<file path="src/rtl/noc_pkg.sv">
// Shared definitions for the tree NoC nodes (merge and split).
// Optional statistics in merge2_arb are enabled by defining MERGE2_ARB_STATS_EN.
package noc_pkg;

  localparam int DATA_W   = 9;
  localparam int ADDR_MSB = 8;
  localparam int ADDR_LSB = 5;
  localparam int ADDR_W   = ADDR_MSB - ADDR_LSB + 1;
  localparam int STAT_W   = 16;

  typedef logic [DATA_W-1:0] flit_t;
  typedef logic [ADDR_W-1:0] addr_t;

  // Source token carried alongside each forwarded flit
  typedef enum logic {SRC_IN0, SRC_IN1} src_t;

  // Occupancy of the one-entry output register
  typedef enum logic {OUT_EMPTY, OUT_FULL} out_state_t;

  // Destination address field of a flit; nodes route on it but never modify it
  function automatic addr_t flit_addr(input flit_t f);
    return f[ADDR_MSB:ADDR_LSB];
  endfunction

endpackage

</file>
<file path="src/rtl/merge2_arb_rr_arb2.sv">
// Two-input round-robin arbiter. Holds the priority flop; priority moves to
// the losing input only when a grant is actually consumed (advance).
module rr_arb2
  import noc_pkg::*;
#(
  parameter logic INIT_PRIO = 1'b0
) (
  input  logic       CLK,
  input  logic       RESET,
  input  logic [1:0] req,
  input  logic       advance,
  output logic [1:0] grant
);

  logic prio_reg;
  logic prio_next;

  // Grant selection: a lone requester wins, contention goes to prio
  always_comb begin
    grant = 2'b00;
    case (req)
      2'b01:   grant = 2'b01;
      2'b10:   grant = 2'b10;
      2'b11:   grant = prio_reg ? 2'b10 : 2'b01;
      default: grant = 2'b00;
    endcase
  end

  // Priority update: the loser of a consumed grant holds priority next
  always_comb begin
    prio_next = prio_reg;
    if (advance) begin
      prio_next = ~grant[1];
    end
  end

  // Priority register
  always_ff @(posedge CLK or posedge RESET) begin
    if (RESET) begin
      prio_reg <= INIT_PRIO;
    end else begin
      prio_reg <= prio_next;
    end
  end

endmodule

</file>
<file path="src/rtl/merge2_arb.sv">
// Two-to-one merge node: round-robin arbitration of In0/In1 into a one-entry
// output register that forwards each flit unchanged with a source token.
// Define MERGE2_ARB_STATS_EN to add per-input and conflict counters.
module merge2_arb
  import noc_pkg::*;
#(
  parameter int   DATA_W    = noc_pkg::DATA_W,
  parameter logic INIT_PRIO = 1'b0
) (
  input  logic              CLK,
  input  logic              RESET,
  input  logic              in0_valid,
  output logic              in0_ready,
  input  logic [DATA_W-1:0] in0_data,
  input  logic              in1_valid,
  output logic              in1_ready,
  input  logic [DATA_W-1:0] in1_data,
  output logic              out_valid,
  input  logic              out_ready,
  output logic [DATA_W-1:0] out_data,
  output logic              out_sel
`ifdef MERGE2_ARB_STATS_EN
  ,
  output logic [15:0]       cnt0,
  output logic [15:0]       cnt1,
  output logic [15:0]       conflict_cnt
`endif
);

  out_state_t        state_reg;
  out_state_t        state_next;
  logic [DATA_W-1:0] data_reg;
  logic [DATA_W-1:0] data_next;
  src_t              sel_reg;
  src_t              sel_next;

  logic [1:0] req;
  logic [1:0] grant;
  logic       slot_free;
  logic       accept;

  assign req = {in1_valid, in0_valid};

  rr_arb2 #(
    .INIT_PRIO (INIT_PRIO)
  ) u_arb (
    .CLK     (CLK),
    .RESET   (RESET),
    .req     (req),
    .advance (accept),
    .grant   (grant)
  );

  // Handshake: the slot frees when empty or draining this cycle; readies are
  // held low during reset since the emptied register would otherwise look free
  always_comb begin
    slot_free = (state_reg == OUT_EMPTY) || out_ready;
    in0_ready = slot_free && grant[0] && !RESET;
    in1_ready = slot_free && grant[1] && !RESET;
    accept    = in0_ready || in1_ready;
  end

  // Output register next state: refill on accept, empty on drain, else hold
  always_comb begin
    state_next = state_reg;
    data_next  = data_reg;
    sel_next   = sel_reg;
    case (state_reg)
      OUT_EMPTY: begin
        if (accept) state_next = OUT_FULL;
      end
      OUT_FULL: begin
        if (accept)         state_next = OUT_FULL;
        else if (out_ready) state_next = OUT_EMPTY;
      end
      default: state_next = OUT_EMPTY;
    endcase
    if (accept) begin
      data_next = in1_ready ? in1_data : in0_data;
      sel_next  = in1_ready ? SRC_IN1 : SRC_IN0;
    end
  end

  // Output register state
  always_ff @(posedge CLK or posedge RESET) begin
    if (RESET) begin
      state_reg <= OUT_EMPTY;
      data_reg  <= '0;
      sel_reg   <= SRC_IN0;
    end else begin
      state_reg <= state_next;
      data_reg  <= data_next;
      sel_reg   <= sel_next;
    end
  end

  assign out_valid = (state_reg == OUT_FULL);
  assign out_data  = data_reg;
  assign out_sel   = sel_reg;

`ifdef MERGE2_ARB_STATS_EN
  logic [15:0] cnt0_reg;
  logic [15:0] cnt1_reg;
  logic [15:0] conflict_reg;

  // Traffic counters; all wrap naturally at 16 bits
  always_ff @(posedge CLK or posedge RESET) begin
    if (RESET) begin
      cnt0_reg     <= '0;
      cnt1_reg     <= '0;
      conflict_reg <= '0;
    end else begin
      if (in0_ready) cnt0_reg <= cnt0_reg + 16'd1;
      if (in1_ready) cnt1_reg <= cnt1_reg + 16'd1;
      if (in0_valid && in1_valid && slot_free) conflict_reg <= conflict_reg + 16'd1;
    end
  end

  assign cnt0         = cnt0_reg;
  assign cnt1         = cnt1_reg;
  assign conflict_cnt = conflict_reg;
`endif

endmodule

</file>
<file path="config.mk">
export PLATFORM = sky130hd
export DESIGN_NAME = merge2_arb
export DESIGN_NICKNAME = d
export VERILOG_FILES = /design/src/rtl/noc_pkg.sv /design/src/rtl/merge2_arb_rr_arb2.sv /design/src/rtl/merge2_arb.sv
export SDC_FILE = /design/constraint.sdc
export NUM_CORES = 1
export LEC_CHECK = 0
export BUFFER_PORTS_ARGS = -buffer_cell sky130_fd_sc_hd__buf_2
export CORE_MARGIN = 10
export CORE_UTILIZATION = 46
export CTS_CLUSTER_SIZE = 25
export DETAILED_ROUTE_END_ITERATION = 8
export PLACE_DENSITY = 0.77
export SYNTH_ARGS = -nofsm -noshare
export SYNTH_HDL_FRONTEND = slang
export SYNTH_SLANG_ARGS = --single-unit
</file>
<file path="constraint.sdc">
create_clock -name CLK -period 3.21 [get_ports CLK]
set_input_delay 0.321 -clock CLK [delete_from_list [all_inputs] [get_ports CLK]]
set_output_delay 0.321 -clock CLK [all_outputs]
set_load 0.01 [all_outputs]
</file>
==> results.ini <==
[grt]
antenna_found_initial = 0
grt_pass1_wl_um = 3408
grt_pass1_vias = 712
groute.usage.overall_pct = 12.10
overflow = 0
grt_start_max_net_pins = 24

[placement]
post-dp-hpwl_um = 1512
place.gp.congestion = 0.8131
placed_area_sq_um = 873.3
io_buffers = 35

[synthesis]
synth_area_leaders = dfrtp_1, a31oi_1, o41ai_1
synth_warnings = 0
synth_largest_area_cell = dfrtp_1
synth_fp_nets = 106
syn_area_sq_um = 738.2
ys_seq_area_share_pct = 40.68
synth_cell_types = 17
yosysTopAreaCellShare_pct = 40.68
synth_seq_cells = 12
synth_area_per_cell_sq_um = 8.894
synthCells = 83

[die]
initial_core_util_pct = 49.00
design.core.area_sq_um = 1506
die_y_um = 60.06
dieWidth_um = 60.06
rows = 14
ioPinCount = 36
dieArea_sq_um = 3607

[critical_path]
cp-end-kind = output port
critPathArrivalTime_ps = 1980
r2r-start = out_valid
critPathMaxStageDelay_ps = 890
critical_path.max_fanout = 20
critPathTopFamily = simple AND/OR/NAND/NOR gates
path_cells = nor2b_1 > or4_1 > inv_1 > buf_2
r2r_slack_ps = 1470
reg2regPathDepth = 3
required_ps = 2890
crit_buf_inv = 2
rr_endpoint = out_sel
worstSetupStartpointType = flip-flop
crit_type = flip-flop to output port
slowest_stage = nor2b_1

[finish]
largest_register_ffs = 9
antenna_cells = 0
stdcell_area_sq_um = 909.6
final_nets = 135
syn_to_final_growth_pct = 23.22
drive_gt1_share_pct = 36.04

[worst_hold_path]
hp-class = primary input to flip-flop
min_to = out_data[3]
hold_depth = 3
hp-start = in0_data[3]

[timing]
post-route-min-period_ps = 2304
maxSlewViolCount = 0
hold_viol = 0
rsz0062_at_grt = false
tns_ps = 0
finalCritPeriodShare_pct = 71.77
setup_viol = 0
fmax_ghz = 0.4341
relSlewSlack_pct = 25.02
tightestPinTransition_ps = 1122
final.setup_skew_ps = 0.5339

[route]
drtIter0Drc = 16
wire_per_inst_um = 16.85
firstDrtPassIters = 4
ant_nets = 0
wl_um = 2140
vias = 758
post-route-drc-count = 0
post_drt_via_cell_ratio = 5.969

[cts]
cts_resized = 0
clkSinkCount = 12
h-tree-depth = 1
clock_path_buffers = 2
path_clk_slew_ps = 80
cts_tree = built
ctsRootBufferMaster = clkbuf_4
clock_latency_ps = 280
cts_setup_buffers = 0
hold_buffers = 0
cts_buffers = 3

[power]
powerDensity_nw_per_um2 = 509.9
internal_power_mw = 0.3076
pwr-share-comb_pct = 30.3
p_leak_nw = 0.4154
power.share.sequential_pct = 42.2
p_clk_share_pct = 27.5
ir_drop_mv = 0.2648
p_sw_mw = 0.1562
switching_share_pct = 33.67

[job]
cap_violations = 0

[status]
outcome = completed

[how the worst max path moves through the flow]
stage / start / endpoint / slack [ps] / depth (start not counted)
2_1_floorplan: RESET / out_data[0] / 1720 / 5
3_3_place_gp: out_ready / in1_ready / 1280 / 5
3_5_place_dp: out_ready / in1_ready / 1200 / 5
4_1_cts: out_valid / in1_ready / 930 / 4
5_1_grt: out_valid / in1_ready / 750 / 4
6_report: out_valid / in1_ready / 910 / 4
[layer usage]
layer | vias up | global-route usage (%) | wire length (um) | part of all wire, %
met4 | 0 | 5.769 | 36 | 1.7
met1 | 340 | 15.23 | 938 | 44
met3 | 5 | 4.025 | 167 | 7.8
met2 | 32 | 17.94 | 998 | 47
met5 | - | 0 | 0 | 0
li1 | 381 | - | - | -
[stage by stage]
stage / total power, mW / setup slack [ps] / util, % / hold slack [ps] / std cells
after floorplan: 0.2926 / 1723 / - / 468.8 / 83
after global placement: 0.3372 / 1276 / 57.97 / 494.5 / 123
after detailed placement: 0.3413 / 1201 / 57.97 / 504.1 / 123
after CTS: 0.4661 / 930.5 / 60.38 / 292.7 / 127
after global routing: 0.4935 / 753.1 / 60.38 / 295.8 / 127
final: 0.4638 / 906.3 / 60.38 / 289.0 / 127
[area by class of cell]
type / instances / area, sq um
multi-input cells: 56 / 362.8
well taps: 16 / 20.02
inverters: 4 / 15.01
clock buffers: 4 / 36.28
fillers: 152 / 596.8
repair buffers: 35 / 175.2
flip-flops and latches: 12 / 300.3
[Yosys cell counts, drive strengths merged]
master / number
a31oi: 18
dfrtp: 12
nand2: 10
or4: 10
o41ai: 9
clkbuf: 6
buf: 5
inv: 4
nor2b: 2
or2: 2
a21o: 1
and3: 1
and4: 1
nand2b: 1
o21ai: 1
[layout by cell type (no fill, tap or decap), types with 2 or more instances in the layout]
cell,synthesis,final
a31oi_1,18,18
nand2_1,10,10
dfrtp_1,12,12
o41ai_1,9,9
buf_2,3,35
inv_1,3,3
nor2b_1,2,2
or4_1,10,10
or2_1,2,2
clkbuf_4,0,3
[cells by family (layout without fill, tap and decap cells)]
family / Yosys count / after routing / share of synthesized area, %
buffers and inverters: 15 / 43 / 10.17
flip-flops: 12 / 12 / 40.68
AO/OA/AOI/OAI: 29 / 29 / 27.63
AND/OR/NAND/NOR: 27 / 27 / 21.53
[power groups by stage]
stage / Clock [mW] / Combinational [mW] / Sequential, mW
4_1_cts: 0.127 / 0.143 / 0.196
6_report: 0.128 / 0.141 / 0.196
3_5_place_dp: 0 / 0.142 / 0.199
2_1_floorplan: 0 / 0.0805 / 0.212
3_3_place_gp: 0 / 0.140 / 0.197
5_1_grt: 0.136 / 0.158 / 0.200
[worst register-to-register path: cells and delay by family, from the launching register on]
kind               cells  cell delay, ps
AOI/OAI and AO/OA      1             100
DFF                    1             370
and+or+nand+nor        2            1160
Power figures use the tool's default switching activity.
